[src/rtl/prv664_clint_pkg.sv]
// prv664 CLINT shared definitions.
// Register offsets, reset values, FSM states, strobe merge.
package prv664_clint_pkg;

  localparam int CLINT_XLEN = 64;

  localparam int unsigned CLINT_MSIP_OFS     = 32'h0000;
  localparam int unsigned CLINT_MTIMECMP_OFS = 32'h4000;
  localparam int unsigned CLINT_MTIME_OFS    = 32'hBFF8;

  localparam logic [CLINT_XLEN-1:0] MTIMECMP_RST = '1;

  typedef enum logic {
    ST_IDLE,
    ST_RESP
  } clint_state_e;

  function automatic logic [CLINT_XLEN-1:0] strb_merge(
    input logic [CLINT_XLEN-1:0] old,
    input logic [CLINT_XLEN-1:0] wd,
    input logic [7:0]            strb
  );
    logic [CLINT_XLEN-1:0] r;
    r = old;
    for (int i = 0; i < 8; i++) begin
      if (strb[i]) r[i*8 +: 8] = wd[i*8 +: 8];
    end
    return r;
  endfunction

endpackage

[src/rtl/clint_interface.sv]
// CLINT to core interrupt bundle.
// Every signal here is driven from a flop.
interface clint_interface;
  import prv664_clint_pkg::*;

  logic                  mei;
  logic                  sei;
  logic                  msi;
  logic                  mti;
  logic [CLINT_XLEN-1:0] mtime;

  modport master (
    output mei,
    output sei,
    output msi,
    output mti,
    output mtime
  );

  modport slave (
    input mei,
    input sei,
    input msi,
    input mti,
    input mtime
  );

endinterface

[src/rtl/clint_timer.sv]
// Machine timer: prescaler, mtime, mtimecmp, mti.
// mti is computed from next-state values.
module clint_timer
  import prv664_clint_pkg::*;
#(
  parameter int TICK_DIV = 1
) (
  input  logic                  clk_i,
  input  logic                  arst_ni,
  input  logic                  cmp_we,
  input  logic                  mtime_we,
  input  logic [7:0]            wstrb,
  input  logic [CLINT_XLEN-1:0] wdata,
  output logic [CLINT_XLEN-1:0] mtime,
  output logic [CLINT_XLEN-1:0] mtimecmp,
  output logic                  mti
);

  logic [15:0]           presc;
  logic [15:0]           presc_n;
  logic                  tick;
  logic [CLINT_XLEN-1:0] mtime_n;
  logic [CLINT_XLEN-1:0] cmp_n;

  assign tick    = presc == 16'(TICK_DIV - 1);
  assign presc_n = tick ? 16'd0 : presc + 16'd1;

  // a bus write to mtime replaces the tick increment
  always_comb begin
    mtime_n = mtime + {{(CLINT_XLEN-1){1'b0}}, tick};
    if (mtime_we) mtime_n = strb_merge(mtime, wdata, wstrb);
    cmp_n = mtimecmp;
    if (cmp_we) cmp_n = strb_merge(mtimecmp, wdata, wstrb);
  end

  always_ff @(posedge clk_i or negedge arst_ni) begin
    if (!arst_ni) begin
      presc    <= '0;
      mtime    <= '0;
      mtimecmp <= MTIMECMP_RST;
      mti      <= 1'b0;
    end else begin
      presc    <= presc_n;
      mtime    <= mtime_n;
      mtimecmp <= cmp_n;
      mti      <= mtime_n >= cmp_n;
    end
  end

endmodule

[src/rtl/clint_controller.sv]
// Single-hart CLINT: register bus FSM, msip, PLIC flops.
// Timer state lives in clint_timer.
module clint_controller
  import prv664_clint_pkg::*;
#(
  parameter int TICK_DIV = 1,
  parameter int ADDR_W   = 16,
  parameter int XLEN     = 64
) (
  input  logic              clk_i,
  input  logic              arst_ni,
  input  logic              req_valid_i,
  output logic              req_ready_o,
  input  logic [ADDR_W-1:0] req_addr_i,
  input  logic              req_wr_i,
  input  logic [XLEN-1:0]   req_wdata_i,
  input  logic [7:0]        req_wstrb_i,
  output logic              rsp_valid_o,
  input  logic              rsp_ready_i,
  output logic [XLEN-1:0]   rsp_rdata_o,
  output logic              rsp_err_o,
  input  logic              plic_mei_i,
  input  logic              plic_sei_i,
  clint_interface.master    clint_master
);

  clint_state_e    state;
  logic            acc;
  logic            hit_msip;
  logic            hit_cmp;
  logic            hit_mtime;
  logic            hit;
  logic            cmp_we;
  logic            mtime_we;
  logic [XLEN-1:0] mtime;
  logic [XLEN-1:0] mtimecmp;
  logic [XLEN-1:0] rd_mux;
  logic            msip;
  logic            msi_q;
  logic            mei_q;
  logic            sei_q;
  logic            mti;

  assign acc       = (state == ST_IDLE) && req_valid_i;
  assign hit_msip  = req_addr_i == ADDR_W'(CLINT_MSIP_OFS);
  assign hit_cmp   = req_addr_i == ADDR_W'(CLINT_MTIMECMP_OFS);
  assign hit_mtime = req_addr_i == ADDR_W'(CLINT_MTIME_OFS);
  assign hit       = hit_msip | hit_cmp | hit_mtime;
  assign cmp_we    = acc && req_wr_i && hit_cmp;
  assign mtime_we  = acc && req_wr_i && hit_mtime;

  clint_timer #(
    .TICK_DIV (TICK_DIV)
  ) u_timer (
    .clk_i    (clk_i),
    .arst_ni  (arst_ni),
    .cmp_we   (cmp_we),
    .mtime_we (mtime_we),
    .wstrb    (req_wstrb_i),
    .wdata    (req_wdata_i),
    .mtime    (mtime),
    .mtimecmp (mtimecmp),
    .mti      (mti)
  );

  always_comb begin
    rd_mux = '0;
    unique case (1'b1)
      hit_msip:  rd_mux = {{(XLEN-1){1'b0}}, msip};
      hit_cmp:   rd_mux = mtimecmp;
      hit_mtime: rd_mux = mtime;
      default:   rd_mux = '0;
    endcase
  end

  // read data is captured at acceptance, before any tick lands
  always_ff @(posedge clk_i or negedge arst_ni) begin
    if (!arst_ni) begin
      state       <= ST_IDLE;
      req_ready_o <= 1'b1;
      rsp_valid_o <= 1'b0;
      rsp_rdata_o <= '0;
      rsp_err_o   <= 1'b0;
      msip        <= 1'b0;
      msi_q       <= 1'b0;
      mei_q       <= 1'b0;
      sei_q       <= 1'b0;
    end else begin
      msi_q <= msip;
      mei_q <= plic_mei_i;
      sei_q <= plic_sei_i;
      case (state)
        ST_IDLE: begin
          if (req_valid_i) begin
            state       <= ST_RESP;
            req_ready_o <= 1'b0;
            rsp_valid_o <= 1'b1;
            rsp_err_o   <= ~hit;
            rsp_rdata_o <= req_wr_i ? '0 : rd_mux;
            if (req_wr_i && hit_msip && req_wstrb_i[0])
              msip <= req_wdata_i[0];
          end
        end
        ST_RESP: begin
          if (rsp_ready_i) begin
            state       <= ST_IDLE;
            req_ready_o <= 1'b1;
            rsp_valid_o <= 1'b0;
            rsp_rdata_o <= '0;
            rsp_err_o   <= 1'b0;
          end
        end
        default: state <= ST_IDLE;
      endcase
    end
  end

  assign clint_master.mei   = mei_q;
  assign clint_master.sei   = sei_q;
  assign clint_master.msi   = msi_q;
  assign clint_master.mti   = mti;
  assign clint_master.mtime = mtime;

endmodule
[src/flat_wrapper.sv]
// flat-port wrapper written by rule: the top's interface ports become plain ports
module clint_controller_flat import prv664_clint_pkg::*;
#(
  parameter int TICK_DIV = 1,
  parameter int ADDR_W   = 16,
  parameter int XLEN     = 64
)
  (clk_i, arst_ni, req_valid_i, req_ready_o, req_addr_i, req_wr_i, req_wdata_i, req_wstrb_i, rsp_valid_o, rsp_ready_i, rsp_rdata_o, rsp_err_o, plic_mei_i, plic_sei_i, clint_master_mei, clint_master_sei, clint_master_msi, clint_master_mti, clint_master_mtime);
  clint_interface clint_master_i ();
  input  logic clk_i;
  input  logic arst_ni;
  input  logic req_valid_i;
  output logic req_ready_o;
  input  logic [ADDR_W-1:0] req_addr_i;
  input  logic req_wr_i;
  input  logic [XLEN-1:0] req_wdata_i;
  input  logic [7:0] req_wstrb_i;
  output logic rsp_valid_o;
  input  logic rsp_ready_i;
  output logic [XLEN-1:0] rsp_rdata_o;
  output logic rsp_err_o;
  input  logic plic_mei_i;
  input  logic plic_sei_i;
  output wire logic [$bits(clint_master_i.mei)-1:0] clint_master_mei;
  output wire logic [$bits(clint_master_i.sei)-1:0] clint_master_sei;
  output wire logic [$bits(clint_master_i.msi)-1:0] clint_master_msi;
  output wire logic [$bits(clint_master_i.mti)-1:0] clint_master_mti;
  output wire logic [$bits(clint_master_i.mtime)-1:0] clint_master_mtime;
  assign clint_master_mei = clint_master_i.mei;
  assign clint_master_sei = clint_master_i.sei;
  assign clint_master_msi = clint_master_i.msi;
  assign clint_master_mti = clint_master_i.mti;
  assign clint_master_mtime = clint_master_i.mtime;
  clint_controller #(.TICK_DIV(TICK_DIV), .ADDR_W(ADDR_W), .XLEN(XLEN)) u_core (.clk_i(clk_i), .arst_ni(arst_ni), .req_valid_i(req_valid_i), .req_ready_o(req_ready_o), .req_addr_i(req_addr_i), .req_wr_i(req_wr_i), .req_wdata_i(req_wdata_i), .req_wstrb_i(req_wstrb_i), .rsp_valid_o(rsp_valid_o), .rsp_ready_i(rsp_ready_i), .rsp_rdata_o(rsp_rdata_o), .rsp_err_o(rsp_err_o), .plic_mei_i(plic_mei_i), .plic_sei_i(plic_sei_i), .clint_master(clint_master_i));
endmodule
[config.mk]
export PLATFORM = sky130hd
export DESIGN_NAME = clint_controller_flat
export DESIGN_NICKNAME = d
export VERILOG_FILES = /design/src/rtl/prv664_clint_pkg.sv /design/src/rtl/clint_interface.sv /design/src/rtl/clint_timer.sv /design/src/rtl/clint_controller.sv /design/src/flat_wrapper.sv
export SDC_FILE = /design/constraint.sdc
export NUM_CORES = 1
export LEC_CHECK = 0
export BUFFER_PORTS_ARGS = -buffer_cell sky130_fd_sc_hd__buf_2
export CAP_MARGIN = 20
export CELL_PAD_IN_SITES_DETAIL_PLACEMENT = 0
export CELL_PAD_IN_SITES_GLOBAL_PLACEMENT = 1
export CORE_UTILIZATION = 44
export CTS_BUF_LIST = sky130_fd_sc_hd__clkbuf_4
export DETAILED_ROUTE_END_ITERATION = 8
export GPL_TIMING_DRIVEN = 0
export HOLD_SLACK_MARGIN = 0.02
export PLACE_DENSITY = 0.86
export SKIP_CTS_REPAIR_TIMING = 1
export SLEW_MARGIN = 5
export SYNTH_ARGS = -nofsm -noshare
export SYNTH_HDL_FRONTEND = slang
export SYNTH_SLANG_ARGS = --single-unit
[constraint.sdc]
create_clock -name clk_i -period 5.42 [get_ports clk_i]
set_clock_uncertainty 0.2 [all_clocks]
set_input_delay 0.271 -clock clk_i [delete_from_list [all_inputs] [get_ports clk_i]]
set_output_delay 0.271 -clock clk_i [all_outputs]
set_load 0.02 [all_outputs]
==> key figures <==
Run status
  – Run status: finished clean

Synth
  – Distinct cells, synth: 68
  – Yosys reg bits: around 220
  – Post-Syn Nets: 1434
  – Synth Warn #: 0
  – Post-synth EDFFs: 0
  – Post-synth ARST share: 100%
  – Sequential-to-total area share from yosys stat: 45.4%
  – Avg Inst Size Synth: roughly 9.5 sq um
  – Post-synthesis cell area: 12100 sq um
  – Commonest register cell after synthesis: dfrtp_1
  – Cells after synthesis: roughly 1300

STA
  – Final hold vios: 0
  – Period Utilization, post-route: 94.0%
  – WHS: 0.0593 ns
  – Slew Limit Fails: 0
  – Slew headroom: 22.3%
  – Peak Freq: 196 MHz
  – Setup violations, final: 0
  – Final Critical Period: between 5 and 6 ns
  – Worst-Margin Slew: 1.16 ns

Setup path
  – Crit end category: register
  – Setup crit start kind: register
  – Worst-path fanout max: 6
  – Kind of critical path: reg2reg
  – CP required: 5.82 ns
  – Arrival @ worst endpoint: ~5.5 ns

Clocking
  – Clock tree buffer depth: 3
  – Worst skew pair latency: 0.72 ns
  – CTS tree: done
  – H-tree depth: 2
  – Inserted Clock Buffers: 59
  – Clock root buffer: clkbuf_4
  – Reg clk slew, reported paths: 0.07 ns
  – Clock sink total: 217

Detailed routing
  – Metal2 WL: 18400 um
  – Pre-antenna DRT Iters: 5
  – Routed met3 length: 3270 um
  – Top Layer Used: met4
  – Total vias in the final route: 11688
  – Antenna-violating nets left: 0
  – Initial drt markers: 1057
  – Final wirelength: 39700 um
  – Vias per cell: 5.71
  – WL per Instance: a little under 20 um
  – Residual DRC count: 0
  – WL met1: 17000 um

Power and ir drop
  – Comb pwr share: 7.4%
  – Cell-internal power: ~0.0026 W
  – Net Sw Power: about 0.00090 W
  – Cell Pwr Density: 222 nW/um^2
  – Pleak: 6.90 nW
  – VDD IR max: 0.000105 V
  – Final Total Pwr: about 0.0035 W
  – Clock power frac: ~45%
  – Switching part of the total: 26.0%
  – Sequential power share: 47.7%

GRT
  – Number of global-route vias before repair: 10992
  – Initial antenna violation count: 1
  – Largest net degree at the start of global routing: just over 80
  – First-pass GRT wire length: 59900 um
  – Grt ovf: 0
  – Gr usage total: between 20% and 30%

Die
  – Initial core utilization: 44.9%
  – Standard-cell rows: 60
  – I/O pins: 230
  – Die Ht: 168 um
  – Die width: approximately 170 um
  – CORE AREA: 27000 sq um
  – Die area: 28200 sq um

Layout
  – Most common cell after layout, fill and taps aside: buf_2
  – Area Growth Syn to Fin: 28.5%
  – Total Nets Final: 1817
  – Share of cells above drive strength 1: 30.3%
  – Most frequent cells in the layout: buf_2 (239), nand2_1 (155), dfrtp_1 (152), clkbuf_4 (100), o21ai_0 (97)
  – Filler cells: ~2500

Placement
  – Hpwl dp: 28600 um
  – GPL Wtd Cong: between 0.9 and 1
  – PortBufs: 222

Run
  – Max_cap viols: 0

Worst hold path
  – Worst min-delay path class: in2reg
[sequential cells by signal (all words and copies together), names as in the netlist, 16 cells and up]
name	flops
u_core.u_timer.mtimecmp	64
u_core.u_timer.mtime	64
u_core.u_timer.presc	16
u_core.rsp_rdata_o	64
[through the flow]
stage / utilization, % / cell area, sq um / setup WS [ns] / instances / TNS (ns)
2_1_floorplan: - / 12100 / 1.23 / 1271 / 0
3_3_place_gp: 50.6 / 13700 / -0.00306 / 1834 / -0.00306
3_5_place_dp: 50.9 / 13800 / -0.0618 / 1838 / -0.0618
4_1_cts: 53.9 / 14600 / -0.131 / 1950 / -0.131
5_1_grt: 57.6 / 15600 / -0.0334 / 2047 / -0.0334
6_report: 57.6 / 15600 / 0.326 / 2047 / 0
[kinds of logic after synthesis]
logic type | after synthesis | synth area share (%)
fa+ha+maj | 68 | 7.02
compound gates | 317 | 16.8
simple gates | 445 | 18.5
flops | 217 | 45.4
mux | 73 | 6.69
buf+inv | 136 | 4.50
xor+xnor | 15 | 1.08
[worst paths after layout]
kind / startpoint / endpoint / slack, ns / depth (start not counted)
max in group asynchronous: arst_ni / u_core.u_timer.mtimecmp[36]$_DFF_PN1_ / 3.61 / 5
min reg2reg: u_core.msip$_DFFE_PN0P_ / u_core.clint_master.msi$_DFF_PN0_ / 0.22 / 0
min: req_addr_i[7] / u_core.rsp_rdata_o[0]$_DFFE_PN0P_ / 0.06 / 6
max: u_core.u_timer.presc[0]$_DFF_PN0_ / u_core.u_timer.mti$_DFF_PN0_ / 0.33 / 17
max reg2reg: u_core.u_timer.presc[0]$_DFF_PN0_ / u_core.u_timer.mti$_DFF_PN0_ / 0.33 / 17
min in group asynchronous: arst_ni / u_core.u_timer.mtimecmp[53]$_DFF_PN1_ / 0.53 / 3
[synthesized netlist by cell type, types with 4 or more instances]
cell	n	area (sq um)
a211o_1	8	70.1
a211oi_1	13	97.6
a21oi_1	67	335
a22oi_1	64	480
a31oi_1	4	25.0
and3_1	16	100
and4_1	11	96.3
buf_2	18	90.1
clkbuf_1	35	131
dfrtp_1	152	3800
dfstp_2	65	1710
ha_1	68	851
inv_1	78	293
mux2_2	64	721
mux2i_1	9	90.1
nand2_1	155	582
nand2_2	8	50.1
nand2b_1	5	31.3
nand3_1	72	360
nand3b_1	8	60.1
nand4_1	26	163
nor2_1	62	233
nor2b_1	5	31.3
nor3_1	25	125
nor3b_1	4	30.0
nor4_1	20	125
o211a_1	4	40.0
o211ai_1	13	97.6
o21a_1	6	45.0
o21ai_0	97	485
o21bai_1	4	30.0
o221a_2	7	78.8
o22ai_1	5	31.3
o32ai_1	8	70.1
or3_1	6	37.5
xnor2_1	11	96.3
xor2_1	4	35.0
[power groups by stage]
stage                     logic (W)  registers [W]  clock network [W]
after floorplan           0.0000627        0.00169                  0
after global placement     0.000191        0.00168                  0
after detailed placement   0.000202        0.00168                  0
after CTS                  0.000203        0.00165            0.00157
after global routing       0.000277        0.00165            0.00166
final                      0.000255        0.00165            0.00155
[per-layer routing]
layer / vias up / global-route usage (%)
met2: 520 / 43.1
met5: - / 0
met4: 0 / 9.45
met3: 87 / 6.30
met1: 5616 / 36.3
li1: 5465 / -
[final cells by class]
cell class	instances	area [sq um]	area share [%]
Multi-Input combinational cell	918	6120	39.3
Sequential cell	217	5510	35.4
Timing Repair Buffer	322	2170	13.9
Clock buffer	99	743	4.77
Tap cell	341	427	2.74
Inverter	78	293	1.88
Buffer	58	256	1.65
Clock inverter	13	58.8	0.377
Antenna cell	1	2.50	0.0161
[worst max-delay path, cell delays in order (launching register included)]
cell      delay [ns]
dfrtp_1         0.42
inv_1           0.07
ha_1            0.14
nor4b_1         0.19
and4_2          0.30
ha_1            0.21
nand3_1         0.26
nor4_1          0.25
nand3_1         0.26
nor3_1          0.63
a211oi_1        0.17
a211oi_1        0.36
ha_1            0.22
nand4_1         0.24
nor4_4          0.46
nand3_1         0.22
a211o_1         0.28
o211ai_1        0.08
(Power assumes the default switching activity.)
